==> src/rtl/rename_map_table.sv <==
// Speculative rename map for the 2-wide OoO core.
// Tracks the newest in-flight producer per logical register.
module rename_map_table #(
  parameter int ROB_W = 6,
  parameter int NREG  = 32
) (
  input  logic             clk,
  input  logic             rst,
  input  logic             stall_RNR,
  input  logic             recover,
  input  logic [4:0]       rs1l,
  input  logic [4:0]       rt1l,
  input  logic [4:0]       rs2l,
  input  logic [4:0]       rt2l,
  input  logic [4:0]       rd1l,
  input  logic [4:0]       rd2l,
  input  logic             rd1_en,
  input  logic             rd2_en,
  input  logic [ROB_W-1:0] rob_tag1,
  input  logic [ROB_W-1:0] rob_tag2,
  input  logic [4:0]       rd1l_c,
  input  logic [4:0]       rd2l_c,
  input  logic             rd1_en_c,
  input  logic             rd2_en_c,
  input  logic [ROB_W-1:0] rob_tag1_c,
  input  logic [ROB_W-1:0] rob_tag2_c,
  output logic [ROB_W-1:0] rs1_tag,
  output logic [ROB_W-1:0] rt1_tag,
  output logic [ROB_W-1:0] rs2_tag,
  output logic [ROB_W-1:0] rt2_tag,
  output logic             rs1_inrob,
  output logic             rt1_inrob,
  output logic             rs2_inrob,
  output logic             rt2_inrob,
  output logic             rr_valid,
  output logic             rd1_enc,
  output logic             rd2_enc
);

  logic [ROB_W-1:0] tag_q [NREG];
  logic [NREG-1:0]  vld_q;

  logic             rd1_act;
  logic             rd2_act;
  logic             wr1;
  logic             wr2;
  logic             c1_hit;
  logic             c2_hit;
  logic [ROB_W-1:0] rs1_nx;
  logic [ROB_W-1:0] rt1_nx;
  logic [ROB_W-1:0] rs2_nx;
  logic [ROB_W-1:0] rt2_nx;
  logic             rs1_in_nx;
  logic             rt1_in_nx;
  logic             rs2_in_nx;
  logic             rt2_in_nx;

  always_comb begin
    rd1_act = rd1_en && (rd1l != 5'd0);
    rd2_act = rd2_en && (rd2l != 5'd0);
    wr2     = rd2_act;
    // instruction 2 overwrites a shared destination
    wr1     = rd1_act && !(rd2_act && (rd2l == rd1l));
  end

  always_comb begin
    rs1_nx    = tag_q[rs1l];
    rs1_in_nx = (rs1l != 5'd0) && vld_q[rs1l];
    rt1_nx    = tag_q[rt1l];
    rt1_in_nx = (rt1l != 5'd0) && vld_q[rt1l];
    rs2_nx    = tag_q[rs2l];
    rs2_in_nx = (rs2l != 5'd0) && vld_q[rs2l];
    rt2_nx    = tag_q[rt2l];
    rt2_in_nx = (rt2l != 5'd0) && vld_q[rt2l];
    // instruction 2 sees instruction 1's result
    if (rd1_act && (rs2l == rd1l)) begin
      rs2_nx    = rob_tag1;
      rs2_in_nx = 1'b1;
    end
    if (rd1_act && (rt2l == rd1l)) begin
      rt2_nx    = rob_tag1;
      rt2_in_nx = 1'b1;
    end
  end

  always_comb begin
    c1_hit  = rd1_en_c && (rd1l_c != 5'd0) &&
              vld_q[rd1l_c] &&
              (tag_q[rd1l_c] == rob_tag1_c);
    c2_hit  = rd2_en_c && (rd2l_c != 5'd0) &&
              vld_q[rd2l_c] &&
              (tag_q[rd2l_c] == rob_tag2_c);
    rd2_enc = c2_hit;
    rd1_enc = c1_hit &&
              !(rd2_en_c && (rd2l_c == rd1l_c));
  end

  always_ff @(posedge clk or posedge rst) begin
    if (rst) begin
      for (int i = 0; i < NREG; i++) begin
        tag_q[i] <= '0;
      end
      vld_q <= '0;
    end else if (recover) begin
      vld_q <= '0;
    end else begin
      if (rd1_enc) vld_q[rd1l_c] <= 1'b0;
      if (rd2_enc) vld_q[rd2l_c] <= 1'b0;
      // later writes win over the commit clears
      if (!stall_RNR) begin
        if (wr1) begin
          tag_q[rd1l] <= rob_tag1;
          vld_q[rd1l] <= 1'b1;
        end
        if (wr2) begin
          tag_q[rd2l] <= rob_tag2;
          vld_q[rd2l] <= 1'b1;
        end
      end
    end
  end

  always_ff @(posedge clk or posedge rst) begin
    if (rst) begin
      rs1_tag   <= '0;
      rt1_tag   <= '0;
      rs2_tag   <= '0;
      rt2_tag   <= '0;
      rs1_inrob <= 1'b0;
      rt1_inrob <= 1'b0;
      rs2_inrob <= 1'b0;
      rt2_inrob <= 1'b0;
      rr_valid  <= 1'b0;
    end else if (recover) begin
      rs1_inrob <= 1'b0;
      rt1_inrob <= 1'b0;
      rs2_inrob <= 1'b0;
      rt2_inrob <= 1'b0;
      rr_valid  <= 1'b0;
    end else if (!stall_RNR) begin
      rs1_tag   <= rs1_nx;
      rt1_tag   <= rt1_nx;
      rs2_tag   <= rs2_nx;
      rt2_tag   <= rt2_nx;
      rs1_inrob <= rs1_in_nx;
      rt1_inrob <= rt1_in_nx;
      rs2_inrob <= rs2_in_nx;
      rt2_inrob <= rt2_in_nx;
      rr_valid  <= 1'b1;
    end
  end

endmodule

==> config.mk <==
export PLATFORM = sky130hd
export DESIGN_NAME = rename_map_table
export DESIGN_NICKNAME = d
export VERILOG_FILES = /design/src/rtl/rename_map_table.sv
export SDC_FILE = /design/constraint.sdc
export NUM_CORES = 1
export LEC_CHECK = 0
export CAP_MARGIN = 10
export CORE_MARGIN = 2
export CORE_UTILIZATION = 45
export DETAILED_ROUTE_END_ITERATION = 8
export PLACE_DENSITY = 0.64
export REMOVE_ABC_BUFFERS = 1
export SYNTH_ARGS = -nofsm -noshare
export SYNTH_HDL_FRONTEND = slang
export SYNTH_SLANG_ARGS = --single-unit
==> constraint.sdc <==
create_clock -name clk -period 19.12 [get_ports clk]
set_input_delay 3.824 -clock clk [delete_from_list [all_inputs] [get_ports clk]]
set_output_delay 3.824 -clock clk [all_outputs]
set_load 0.01 [all_outputs]
==> out/metrics.csv <==
stage;metric;value;unit
placement;GPL Wtd Cong;1.053;
floorplanning;core box area;49860;um^2
layout;diode count;0;
layout;layout cells sized above 1;0.1917;
cts;CTS root buffer;clkbuf_16;
floorplanning;io pins;103;
setup_path;reg2reg start;tag_q[29]$_DFFE_PP0P_;
sta;min Tclk post-route;12.28;ns
layout;fin nets;2219;
layout;number of non-filler instances in the completed layout;2842;
grt;pin count of the biggest net entering global routing;131;
setup_path;CP Data Arrival Time;8.46;ns
detailed_routing;WL/cell;37.03;um
detailed_routing;Residual DRC;0;
setup_path;Setup Crit Path Kind;in -> out;
yosys;post-synthesis cell area;22630;um^2
sta;Worst Skew;0.04001;ns
min_path;Hold Path Sink;rt1_tag[3]$_DFFE_PP0P_;
detailed_routing;DR pass1 iterations;6;
grt;first-pass GRT wire length;151700;um
cts;CTS resizes;0;
layout;synthesis-to-finish area growth;10.51;%
sta;period utilisation layout;0.6424;
yosys;number of synthesized flops with an enable pin;0;
yosys;Synth Flop Type;dfrtp_1;
setup_path;R2R depth;8;
power;VDD IR-drop max;68.83;uV
cts;latest clock arrival within the worst-skew pair;0.62;ns
floorplanning;Site Rows;82;
layout;Fillers;4557;
yosys;sequential area share after synthesis;0.2797;
sta;Worst Max-Slew Pin Slew;1.282;ns
setup_path;Crit. End Element;output port;
cts;Clock Tree Buf Depth;3;
setup_path;Crit Path Max Fanout;25;
cts;clk slew on worst S/H paths;0.06;ns
grt;overflow left after global routing;0;
detailed_routing;Initial DRC Count;3301;
cts;clk sinks;253;
detailed_routing;via count;22090;
setup_path;Worst setup SP type;input pin;
placement;final HPWL from detailed placement;75460;um
detailed_routing;final wirelength;105200;um
yosys;Synth Register Bits;253;
cts;post-CTS setup buffers;0;
yosys;Distinct cells, synth;60;
sta;setup_tns;0;ns
grt;initial antenna violation count;0;
power;pwr/cell area;90.63;nW/um^2
detailed_routing;vias per cell;7.773;
cts;H-tree depth;1;
flow_run;max_cap viols;0;
cts;hold_buf cts;0;
sta;Max-slew headroom;0.1455;
cts;CTS tree;built;
placement;DP Cell Count;2786;
sta;RSZ-0062 raised after global routing;no;
placement;Port Buffer Count;102;
min_path;Hold Path Class;reg -> reg;
setup_path;Crit path required time;15.30;ns
yosys;cells after synthesis;2200;
floorplanning;DIE AREA;52100;um^2
setup_path;worst reg2reg setup slack;15.31;ns
grt;vias in the first global route;21180;
min_path;number of cells on the worst hold path;2;
sta;Fin. Hold Viols;0;
yosys;Post-synth ARST share;1.000;
sta;Max Fclk;81.41;MHz
min_path;min-delay src;rt1_tag[3]$_DFFE_PP0P_;
detailed_routing;Detail Route Antenna Nets;0;
sta;# setup viols final;0;
floorplanning;Die H;228.3;um
sta;Max Slew Vio Count;0;
yosys;Synth Area per Inst;10.29;um^2
yosys;synth warn;0;
cts;Num CTS Buffers;31;
setup_path;Worst R2R End;vld_q[16]$_DFF_PP0_;
floorplanning;chip width;228.3;um
power;Static Leak;9.675;nW
floorplanning;initial core utilization;0.4539;
grt;GRT Total Usage;0.3987;
run_status;status;complete, no violations;
==> how the worst max path moves through the flow <==
stage / end / depth (start not counted) / start
floorplan: rr_valid$_DFFE_PP0P_ / 1 / rst
global placement: rd2_enc / 8 / rd2l_c[3]
detailed placement: rd2_enc / 8 / rd2l_c[3]
CTS: rd2_enc / 8 / rd2l_c[3]
global route: rd2_enc / 8 / rd2l_c[3]
finish: rd2_enc / 8 / rd2l_c[2]
==> synth_stat cells, types with 2 or more instances <==
library cell  instances  share of area
nand4b_1             10         0.0039
a2111oi_1             5         0.0022
nor2_1              231          0.038
o21bai_1              2        0.00066
o31ai_1               2        0.00066
dfrtp_1             253           0.28
nand3_1              21         0.0046
or3_1                 3        0.00083
inv_1                 9         0.0015
o22ai_1             296          0.082
nand4_1              28         0.0077
and3b_1               5         0.0019
buf_2                29         0.0064
nor3_1                3        0.00066
and3_1                8         0.0022
mux2i_1             252           0.11
nor4b_1               3         0.0012
o21ai_0              29         0.0064
o22ai_2               2         0.0011
a41o_1               24          0.011
nand2b_1              6         0.0017
or4bb_1               2         0.0010
buf_4                 5         0.0017
or2_2                 2        0.00055
nand2_1             107          0.018
clkbuf_1            145          0.024
and2_1                5         0.0014
nand4bb_1            10         0.0050
xor2_1               17         0.0066
nor4_1               32         0.0088
a21oi_1             248          0.055
a31o_2                3         0.0012
a221oi_1              2        0.00077
buf_6                 5         0.0025
mux2_2                4         0.0020
buf_1                53         0.0088
xnor2_1               8         0.0031
nor3b_1               4         0.0013
a21o_1                2        0.00066
mux4_2              276           0.27
nor2b_1              11         0.0030
or4b_1                7         0.0031
a31o_1                5         0.0019
or4_1                 5         0.0017
a31oi_1               6         0.0017
==> worst max-delay path: stages <==
cell and delay (ns):
clkdlybuf4s50_1 1.07, nand4b_1 0.88, o22ai_1 0.58, nor4_1 0.13
a21oi_1 0.26, or4b_1 0.60, nor3_1 0.47, clkdlybuf4s50_1 0.63
==> state kept, by name (all words and copies together) (netlist names) <==
| register | flops |
|---|---|
| tag_q | 192 |
| vld_q | 32 |
| rs1_tag | 6 |
| rs2_tag | 6 |
| rt1_tag | 6 |
| rt2_tag | 6 |
| rr_valid | 1 |
| rs1_inrob | 1 |
| rs2_inrob | 1 |
| rt1_inrob | 1 |
| rt2_inrob | 1 |
==> routing by layer <==
layer | GRT usage | wire, um | vias to the layer above
li1 | - | - | 8729
met1 | 0.5266 | 39100 | 11180
met4 | 0.2153 | 7188 | 0
met3 | 0.07925 | 11510 | 361
met2 | 0.6217 | 47430 | 1821
met5 | 0 | 0 | -
==> cell usage in the layout (no fill, tap or decap), types with 5 or more instances in the layout <==
cell type        count
nand2b_1             6
or4_1                5
mux2i_1            252
xnor2_1              8
and3b_1              5
nand3_1             21
xor2_1              17
a31oi_1              6
nand4_1             28
a21oi_1            248
a41o_1              24
nand2_1            107
nor2_1             229
inv_1                8
nor4_1              29
and3_1               8
clkinv_2             6
mux4_2             276
o22ai_1            296
nand4b_1            10
buf_4               52
nor2b_1             11
dfrtp_1            253
o21ai_0             29
and2_1               5
clkdlybuf4s50_1     89
or4b_1               7
bufinv_16            7
buf_2                7
clkbuf_16           31
nand4bb_1           10
a31o_1               5
==> per-stage QoR <==
stage	hold slack [ns]	utilization	area, um^2	total power [mW]	setup slack [ns]
after floorplan	0.4329	-	21650	1.219	8.339
after global placement	0.4647	0.4792	23900	1.569	7.000
after detailed placement	0.4737	0.4792	23900	1.580	7.085
after CTS	0.4882	0.5015	25000	2.242	7.071
after global routing	0.5185	0.5016	25010	2.333	6.759
final	0.4822	0.5016	25010	2.267	6.837
==> layout make-up <==
type                            count  area (um^2)  area share
Clock buffer                       37        818.3     0.03272
Sequential cell                   253         6331      0.2531
Timing Repair Buffer              151         1359     0.05433
Inverter                           10        45.04    0.001801
Clock inverter                     19        289.0     0.01156
Multi-Input combinational cell   1700        15330      0.6128
Tap cell                          672        840.8     0.03362
==> cell families (layout without fill, tap and decap cells) <==
group,count (synthesis),after routing,share of synthesized area
AND/OR/NAND/NOR,510,510,0.1105
buffers and inverters,247,217,0.04506
XOR/XNOR,25,25,0.009675
flip-flops,253,253,0.2797
AO/OA/AOI/OAI,633,633,0.1670
multiplexers,532,532,0.3881
==> where the power goes <==
group / internal, mW / switching [mW] / total (mW)
combinational: 0.375 / 0.339 / 0.714
clock: 0.399 / 0.269 / 0.668
sequential: 0.637 / 0.248 / 0.885
total: 1.41 / 0.856 / 2.27
(Power assumes the default switching activity.)
